**src/rtl/instr_fetch_unit_pkg.sv**
```systemverilog
// instr_fetch_unit_pkg: state encoding and default widths shared by the fetch, controller and PC logic.
package instr_fetch_unit_pkg;
  localparam int AW_DEF = 8;
  localparam int DW_DEF = 8;
  localparam int RESET_PC_DEF = 0;
  typedef enum logic [1:0] {
    IDLE   = 2'd0,
    FETCH  = 2'd1,
    HALTED = 2'd2
  } fetch_state_e;
endpackage

```
**src/rtl/instr_fetch_unit_timeout_ctr.sv**
```systemverilog
// fetch_timeout_ctr: clear/enable wait counter whose terminal count marks the last allowed FETCH cycle.
module fetch_timeout_ctr #(
  parameter int WAIT_MAX = 15
) (
  input  logic clk,
  input  logic RST,
  input  logic clr,
  input  logic en,
  output logic tc
);
  logic [7:0] cnt_q, cnt_d;
  always_comb cnt_d = clr ? 8'd0 : en ? cnt_q + 8'd1 : cnt_q;
  always_ff @(posedge clk) begin
    if (RST) cnt_q <= 8'd0;
    else     cnt_q <= cnt_d;
  end
  assign tc = cnt_q == 8'(WAIT_MAX - 1);
endmodule

```
**src/rtl/instr_fetch_unit.sv**
```systemverilog
// instr_fetch_unit: owns the PC, runs req/ack instruction fetches with timeout, services jump and halt.
module instr_fetch_unit
  import instr_fetch_unit_pkg::*;
#(
  parameter int AW       = AW_DEF,
  parameter int DW       = DW_DEF,
  parameter int RESET_PC = RESET_PC_DEF,
  parameter int WAIT_MAX = 15
) (
  input  logic          clk,
  input  logic          RST,
  input  logic          fetch_en,
  input  logic          jump,
  input  logic [AW-1:0] jump_addr,
  input  logic          halt,
  output logic [AW-1:0] mem_addr,
  output logic          mem_rd,
  input  logic          mem_ack,
  input  logic [DW-1:0] mem_data,
  output logic [DW-1:0] instr,
  output logic          ir_load,
  output logic [AW-1:0] pc,
  output logic          busy,
  output logic          halted,
  output logic          fetch_err
);
  fetch_state_e  state_q, state_d;
  logic [AW-1:0] pc_q, pc_d, mem_addr_q, mem_addr_d, pending_addr_q, pending_addr_d;
  logic [DW-1:0] instr_q, instr_d;
  logic          ir_load_q, ir_load_d, fetch_err_q, fetch_err_d;
  logic          jump_pending_q, jump_pending_d;
  logic          tc, jump_hit;
  logic [AW-1:0] jump_tgt;

  fetch_timeout_ctr #(.WAIT_MAX(WAIT_MAX)) u_ctr (
    .clk (clk),
    .RST (RST),
    .clr (state_q != FETCH),
    .en  (state_q == FETCH),
    .tc  (tc)
  );

  // A jump arriving on the closing cycle of a fetch is the latest one, so it wins over any pending target.
  assign jump_hit = jump | jump_pending_q;
  assign jump_tgt = jump ? jump_addr : pending_addr_q;

  always_comb begin
    state_d        = state_q;
    pc_d           = pc_q;
    mem_addr_d     = mem_addr_q;
    pending_addr_d = pending_addr_q;
    jump_pending_d = jump_pending_q;
    instr_d        = instr_q;
    ir_load_d      = 1'b0;
    fetch_err_d    = 1'b0;
    case (state_q)
      IDLE: begin
        if (halt) state_d = HALTED;
        else if (jump) pc_d = jump_addr;
        else if (fetch_en) begin
          state_d    = FETCH;
          mem_addr_d = pc_q;
        end
      end
      FETCH: begin
        if (halt) state_d = HALTED;
        else if (mem_ack) begin
          state_d        = IDLE;
          instr_d        = mem_data;
          ir_load_d      = 1'b1;
          pc_d           = jump_hit ? jump_tgt : pc_q + AW'(1);
          jump_pending_d = 1'b0;
        end else if (tc) begin
          state_d        = IDLE;
          fetch_err_d    = 1'b1;
          pc_d           = jump_hit ? jump_tgt : pc_q;
          jump_pending_d = 1'b0;
        end else if (jump) begin
          jump_pending_d = 1'b1;
          pending_addr_d = jump_addr;
        end
      end
      HALTED: state_d = HALTED;
      default: state_d = IDLE;
    endcase
  end

  always_ff @(posedge clk) begin
    if (RST) begin
      state_q        <= IDLE;
      pc_q           <= AW'(RESET_PC);
      mem_addr_q     <= AW'(RESET_PC);
      pending_addr_q <= '0;
      jump_pending_q <= 1'b0;
      instr_q        <= '0;
      ir_load_q      <= 1'b0;
      fetch_err_q    <= 1'b0;
    end else begin
      state_q        <= state_d;
      pc_q           <= pc_d;
      mem_addr_q     <= mem_addr_d;
      pending_addr_q <= pending_addr_d;
      jump_pending_q <= jump_pending_d;
      instr_q        <= instr_d;
      ir_load_q      <= ir_load_d;
      fetch_err_q    <= fetch_err_d;
    end
  end

  assign mem_addr  = mem_addr_q;
  assign mem_rd    = state_q == FETCH;
  assign busy      = state_q == FETCH;
  assign halted    = state_q == HALTED;
  assign instr     = instr_q;
  assign ir_load   = ir_load_q;
  assign pc        = pc_q;
  assign fetch_err = fetch_err_q;
endmodule

```
**config.mk**
```make
export PLATFORM = sky130hd
export DESIGN_NAME = instr_fetch_unit
export DESIGN_NICKNAME = d
export VERILOG_FILES = /design/src/rtl/instr_fetch_unit_pkg.sv /design/src/rtl/instr_fetch_unit_timeout_ctr.sv /design/src/rtl/instr_fetch_unit.sv
export SDC_FILE = /design/constraint.sdc
export NUM_CORES = 1
export LEC_CHECK = 0
export BUFFER_PORTS_ARGS = -buffer_cell sky130_fd_sc_hd__clkbuf_2
export CORE_ASPECT_RATIO = 0.8
export CORE_UTILIZATION = 45
export CTS_CLUSTER_SIZE = 24
export DETAILED_ROUTE_END_ITERATION = 10
export MAX_ROUTING_LAYER = met4
export PLACE_DENSITY = 0.74
export SYNTH_ARGS = -nofsm -noshare
export SYNTH_HDL_FRONTEND = slang
export SYNTH_HIERARCHICAL = 1
export SYNTH_SLANG_ARGS = --single-unit
```
**constraint.sdc**
```tcl
create_clock -name clk -period 2.95 [get_ports clk]
set_input_delay 0 -clock clk [delete_from_list [all_inputs] [get_ports clk]]
set_output_delay 0 -clock clk [all_outputs]
set_load 0.1 [all_outputs]
```
==> results_dict.tcl, run 1 <==
set metrics [dict create \
    port-buffer-count 50 \
    layout_min_cycle_time_ns 2.17 \
    rsz0062_at_grt "false" \
    number_of_endpoints_failing_setup_at_the_final_stage 0 \
    num_vias 1872 \
    yosys.cell_types.count 45 \
    final_common_cell "clkbuf_2" \
    max_slew_margin 0.446 \
    timing.final.max_slew_violations 0 \
    detail_route.wirelength_um 4780 \
    initial_core_util 0.478 \
    cts_htree_levels 2 \
    outcome "finished clean" \
    drt_first_iter_violations 83 \
    final.period_utilization 0.734 \
    global_route.usage.total 0.214 \
    postRouteAntennaNets 0 \
    first_global_vias 1700 \
    final.hold.worst_slack_ns 0.0992 \
    async_set_or_reset_register_ratio_after_synthesis 0 \
    final_hold_viol_count 0 \
    netlist_instances 236 \
    design_power_total_mw 1.21 \
    std_cell_rows 21 \
    finClkSkew_ns 0.00831 \
    drt_first_pass_iters 4 \
    power.static_leakage_nw 1.04 \
    core_region_area_um2 4260 \
    post_layout_nonfiller_instances 355 \
    finish.net_count 322 \
    worstSkewPairLatency_ns 0.30 \
    timing.critical_path.cells "ha_1 -> nand4b_1 -> nor4_1 -> nor2_2 -> a221o_1 -> a311o_1 -> a21oi_1" \
    grt_start_max_net_pins 40 \
    synth.ff_latch_count 45 \
    ys_seq_area_frac 0.443 \
    powerDensity_nw_per_um2 471 \
    timing.critical_path.slowest_stage_cell "a221o_1" \
    numCtsBuffers 5 \
    clkTransAtPathRegs_ns 0.09 \
    post-dp-hpwl_um 3160 \
    n_fill_cell 388 \
    final_cell_area_excluding_filler_cells_um2 2560 \
    worst-setup-path-type "flip-flop to flip-flop" \
    max_cap_violations 0 \
    tritoncts_num_sinks 45 \
    total_number_of_yosys_warnings 6 \
    hp-class "input port to flip-flop" \
    gr_overflow_total 0 \
    route.detailed.wl_per_inst_um 13.5 \
    cts_repair_resize_count 0 \
    setup_tns_final_ns 0 \
    worst-path-max-fanout 9 \
    per_instance_average_area_after_synthesis_um2 8.62 \
    timing.critical_path.from_type "flip-flop" \
    grt_antenna_before_repair 0 \
    kind_of_end_point_of_the_critical_path "flip-flop" \
    synth_edf_count 0 \
    tightest_slew_ns 0.830 \
    synth_fp_nets 261 \
    detail_route.vias_per_cell 5.27 \
    most-common-layout-cells "50 x clkbuf_2, 45 x dfxtp_1, 34 x nor2_1, 34 x nand2_1, 18 x a21oi_1" \
    cts_setup_buffers 0 \
    die_width_um 77.2 \
    top_level_port_count 51 \
    die-area_um2 4800 \
    cp.arrival_ns 2.39 \
    place.gp.congestion 0.815 \
    dpl-instance-area_um2 2310 \
    ir_drop_mv 0.333 \
    remaining_drc_errors 0 \
    timing.fmax_mhz 462 \
    layout-drive-gt1-share 0.238 \
    synth_to_final_area_change_pct 25.9 \
    insertedDiodeCount 0 \
    die-height_um 62.1 \
    clockBufferDepth 2 \
    clk_root_buffer_cell "clkbuf_8" \
    dp.cells 331 \
    mappedNetlistArea_um2 2030 \
    crit_path_max_incr_delay_ns 0.52 \
    synth_flop_cell "dfxtp_1" \
    grt_first_pass_wirelength_um 7910 \
    required_ns 3.17 \
    tritoncts "yes" \
]
==> final timing paths <==
path | from | to | slack (ns) | cells past startpoint
min | halt | fetch_err | 0.1 | 3
max reg2reg | u_ctr/cnt_q[1] | pc[1] | 0.78 | 7
max | u_ctr/cnt_q[1] | pc[1] | 0.78 | 7
min reg2reg | instr[3] | instr[3] | 0.46 | 2
==> sequential cells by signal, summed over array words and instances, names as in the netlist <==
register / flops
u_ctr/cnt_q: 8
pending_addr_q: 8
mem_addr: 8
state_q: 2
instr: 8
fetch_err: 1
ir_load: 1
pc: 8
jump_pending_q: 1
==> routing by layer <==
metal  GRT usage  wire length, µm  share of wire
met5           -                0              0
met4      0.0566               57          0.012
met3      0.0618              243          0.051
met2       0.340             2170           0.45
met1       0.266             2320           0.48
==> worst max-delay path: cells and delay by family (launching register included) <==
family,cells,cell delay [ns]
and+or+nand+nor,3,0.54
AOI/OAI and AO/OA,3,0.96
adders and majority gates,1,0.18
DFF,1,0.42
==> per-stage QoR <==
stage | worst slack (ns) | util
after floorplan | 0.737 | -
after global placement | 0.896 | 0.543
after detailed placement | 0.823 | 0.543
after CTS | 0.806 | 0.602
after global routing | 0.579 | 0.602
final | 0.784 | 0.602
==> layout make-up <==
class                           count  area [µm²]  area share
Clock inverter                      3        22.5     0.00879
Clock buffer                        5        68.8      0.0269
Timing Repair Buffer               68         425       0.166
Sequential cell                    45         901       0.352
Inverter                            3        11.3     0.00440
Multi-Input combinational cell    174        1060       0.414
Tap cell                           57        71.3      0.0278
==> cells in the mapped netlist (2+ instances only) <==
master,instances,share of area
nand4_1,3,0.0092
mux2i_1,16,0.079
buf_2,6,0.015
or3_1,3,0.0092
xor2_1,5,0.022
nor4_1,2,0.0061
ha_1,3,0.018
nor2_2,2,0.0061
buf_4,2,0.0074
xnor2_1,3,0.013
nor2_1,34,0.063
o21ai_0,6,0.015
a21oi_1,18,0.044
inv_1,2,0.0037
a31oi_1,2,0.0061
nor2b_1,4,0.012
dfxtp_1,45,0.44
nand3_1,3,0.0074
o221ai_1,2,0.0086
clkbuf_1,6,0.011
a211oi_1,7,0.026
o211ai_1,3,0.011
nand2_1,34,0.063
nor3_1,4,0.0098
==> logic make-up after synthesis <==
group | share of synthesized area
simple gates | 0.239
compound gates | 0.148
flops | 0.443
buf+inv | 0.0387
mux | 0.0787
xor+xnor | 0.0344
fa+ha+maj | 0.0185
==> what timing repair did <==
| action | 4_1_cts | 5_1_grt |
|---|---|---|
| setup endpoints to repair | 0 | 0 |
| hold buffers | 16 | 0 |
| hold endpoints to repair | 16 | 0 |
==> power by group <==
part	switching (mW)	leakage (nW)	internal [mW]
Clock	0.220	0.0364	0.166
Sequential	0.0160	0.364	0.618
Combinational	0.132	0.641	0.0542
Total	0.368	1.04	0.838
Power figures use the tool's default switching activity.
==> run 2, diff against run 1 <==
==> constraint.sdc (replaced) <==
create_clock -name clk -period 2 [get_ports clk]
set_input_delay 0 -clock clk [delete_from_list [all_inputs] [get_ports clk]]
set_output_delay 0 -clock clk [all_outputs]
set_load 0.1 [all_outputs]
==> results_dict.tcl, run 2 (synthesized netlist as in run 1, its figures left out) <==
set metrics [dict create \
    final_hold_viol_count 0 \
    insertedDiodeCount 0 \
    final_common_cell "clkbuf_2" \
    outcome "finished clean" \
    route.detailed.wl_per_inst_um 13.3 \
    final-seq-area_um2 907 \
    hold_depth 3 \
    finish.net_count 330 \
    worstSkewPairLatency_ns 0.29 \
    sw_frac_of_total 0.274 \
    power_report.internal_total_mw 1.41 \
    top_level_port_count 51 \
    synth_to_final_area_change_pct 32.5 \
    clock_power_share 0.369 \
    most-common-layout-cells "48 x clkbuf_2, 40 x dfxtp_1, 34 x nor2_1, 34 x nand2_1, 18 x a21oi_1" \
    layout_min_cycle_time_ns 1.86 \
    clkTransAtPathRegs_ns 0.09 \
    gr_overflow_total 0 \
    drt_first_pass_iters 4 \
    kind_of_end_point_of_the_critical_path "flip-flop" \
    initial_core_util 0.478 \
    die_width_um 77.2 \
    core_region_area_um2 4260 \
    numCtsBuffers 5 \
    grt_antenna_before_repair 0 \
    detail_route.vias_per_cell 5.16 \
    power_frac_comb 0.148 \
    max_slew_margin 0.636 \
    detailroute.wirelength.met2_um 2270 \
    detailroute.wirelength.met3_um 268 \
    place.gp.congestion 0.804 \
    required_ns 2.21 \
    hp-class "input port to flip-flop" \
    highest_layer "met4" \
    post-dp-hpwl_um 3290 \
    remaining_drc_errors 0 \
    power.static_leakage_nw 1.11 \
    finClkSkew_ns 0.00503 \
    final.period_utilization 0.929 \
    tritoncts "yes" \
    cts_htree_levels 2 \
    timing.critical_path.from_type "flip-flop" \
    max_cap_violations 0 \
    cts_setup_buffers 0 \
    sequentialPowerShare 0.483 \
    min_delay_worst_endpoint "u_ctr/cnt_q[5]" \
    n_fill_cell 388 \
    r2r_slack_ns 0.14 \
    post-route-util 0.633 \
    r2r_start "u_ctr/cnt_q[0]" \
    clockBufferDepth 2 \
    port-buffer-count 50 \
    number_of_endpoints_failing_setup_at_the_final_stage 0 \
    worstHoldStart "RST" \
    met1_length_um 2250 \
    multiInputGateArea_um2 1070 \
    worst-setup-path-type "flip-flop to flip-flop" \
    first_global_vias 1803 \
    die-area_um2 4800 \
    ir_drop_mv 0.434 \
    critical_path.reg2reg.endpoint "pc[2]" \
    postRouteAntennaNets 0 \
    grt_start_max_net_pins 39 \
    drt_first_iter_violations 110 \
    cp.arrival_ns 2.06 \
    tightest_slew_ns 0.549 \
    global_route.usage.total 0.214 \
    power.switching_mw 0.531 \
    tritoncts_num_sinks 45 \
    timing.final.max_slew_violations 0 \
    detail_route.wirelength_um 4810 \
    std_cell_rows 21 \
    layout-drive-gt1-share 0.284 \
    grt_first_pass_wirelength_um 8140 \
    r2r_cells 10 \
    die-height_um 62.1 \
    powerDensity_nw_per_um2 720 \
    setup_tns_final_ns 0 \
    rsz0062_at_grt "false" \
    num_vias 1873 \
    clk_root_buffer_cell "clkbuf_8" \
    timing.fmax_mhz 538 \
    worst-path-max-fanout 7 \
]
==> run 2: changes by cell type in the layout (fill, tap and decap cells not counted), sizes merged <==
| cell | previous run | this run |
|---|---|---|
| buf | 2 | 12 |
| clkinvlp | 3 | 1 |
| bufinv | 0 | 1 |
| clkbuf | 55 | 54 |
==> run 2: worst max-delay path by stage <==
stage	cells past startpoint	startpoint	end	slack (ns)
after global routing	9	u_ctr/cnt_q[1]	pc[6]	0.005
after CTS	8	u_ctr/cnt_q[0]	pc[1]	0.03
after global placement	8	u_ctr/cnt_q[0]	pc[1]	0.14
after floorplan	5	pc[5]	pc[7]	0.009
final	10	u_ctr/cnt_q[0]	pc[2]	0.14
after detailed placement	8	u_ctr/cnt_q[0]	pc[1]	0.05
==> run 2: power by group through the flow <==
stage / registers (mW) / logic, mW / clock network (mW)
after floorplan: 1.04 / 0.107 / 0
after global placement: 0.956 / 0.260 / 0
after detailed placement: 0.958 / 0.262 / 0
after CTS: 0.937 / 0.287 / 0.733
after global routing: 0.940 / 0.304 / 0.775
final: 0.937 / 0.288 / 0.716
==> run 2: critical path, cell delays in order, from the launching register on <==
cell and delay (ns):
dfxtp_1 0.32, inv_1 0.05, ha_1 0.15, nand4b_1 0.12, nor4_2 0.22, nor2_2 0.06, buf_4 0.15, a221oi_2 0.26
buf_4 0.20, nor2_1 0.05, a211oi_1 0.21
==> run 2: routing by layer <==
metal  vias to the layer above  track usage
met5                         -            -
met4                         0       0.0425
met3                         2       0.0412
met2                        58        0.350
met1                       859        0.275
li1                        954            -
==> run 2: area by class of cell <==
type,count,share of cell area
clock buffer,6,0.0306
inverter,3,0.00418
timing repair buffer,76,0.191
multi-input combinational,174,0.397
tap,57,0.0265
sequential,45,0.336
clock inverter,2,0.0139
==> run 2: timing repair <==
| action | in CTS | in global routing |
|---|---|---|
| hold buffers | 16 | 0 |
| gates resized for setup | 0 | 2 |
| endpoints found under the hold margin | 16 | 0 |
| setup endpoints to repair | 0 | 8 |
==> run 2: per-stage QoR <==
step	cells	total power, mW	hold slack (ns)	setup WS, ns	cell area [µm²]
after floorplan	236	1.15	0.136	0.00938	2040
after global placement	339	1.22	0.229	0.136	2410
after detailed placement	339	1.22	0.237	0.0486	2410
after CTS	363	1.96	0.0530	0.0272	2690
after global routing	363	2.02	0.0834	0.00460	2700
final	363	1.94	0.0596	0.143	2700
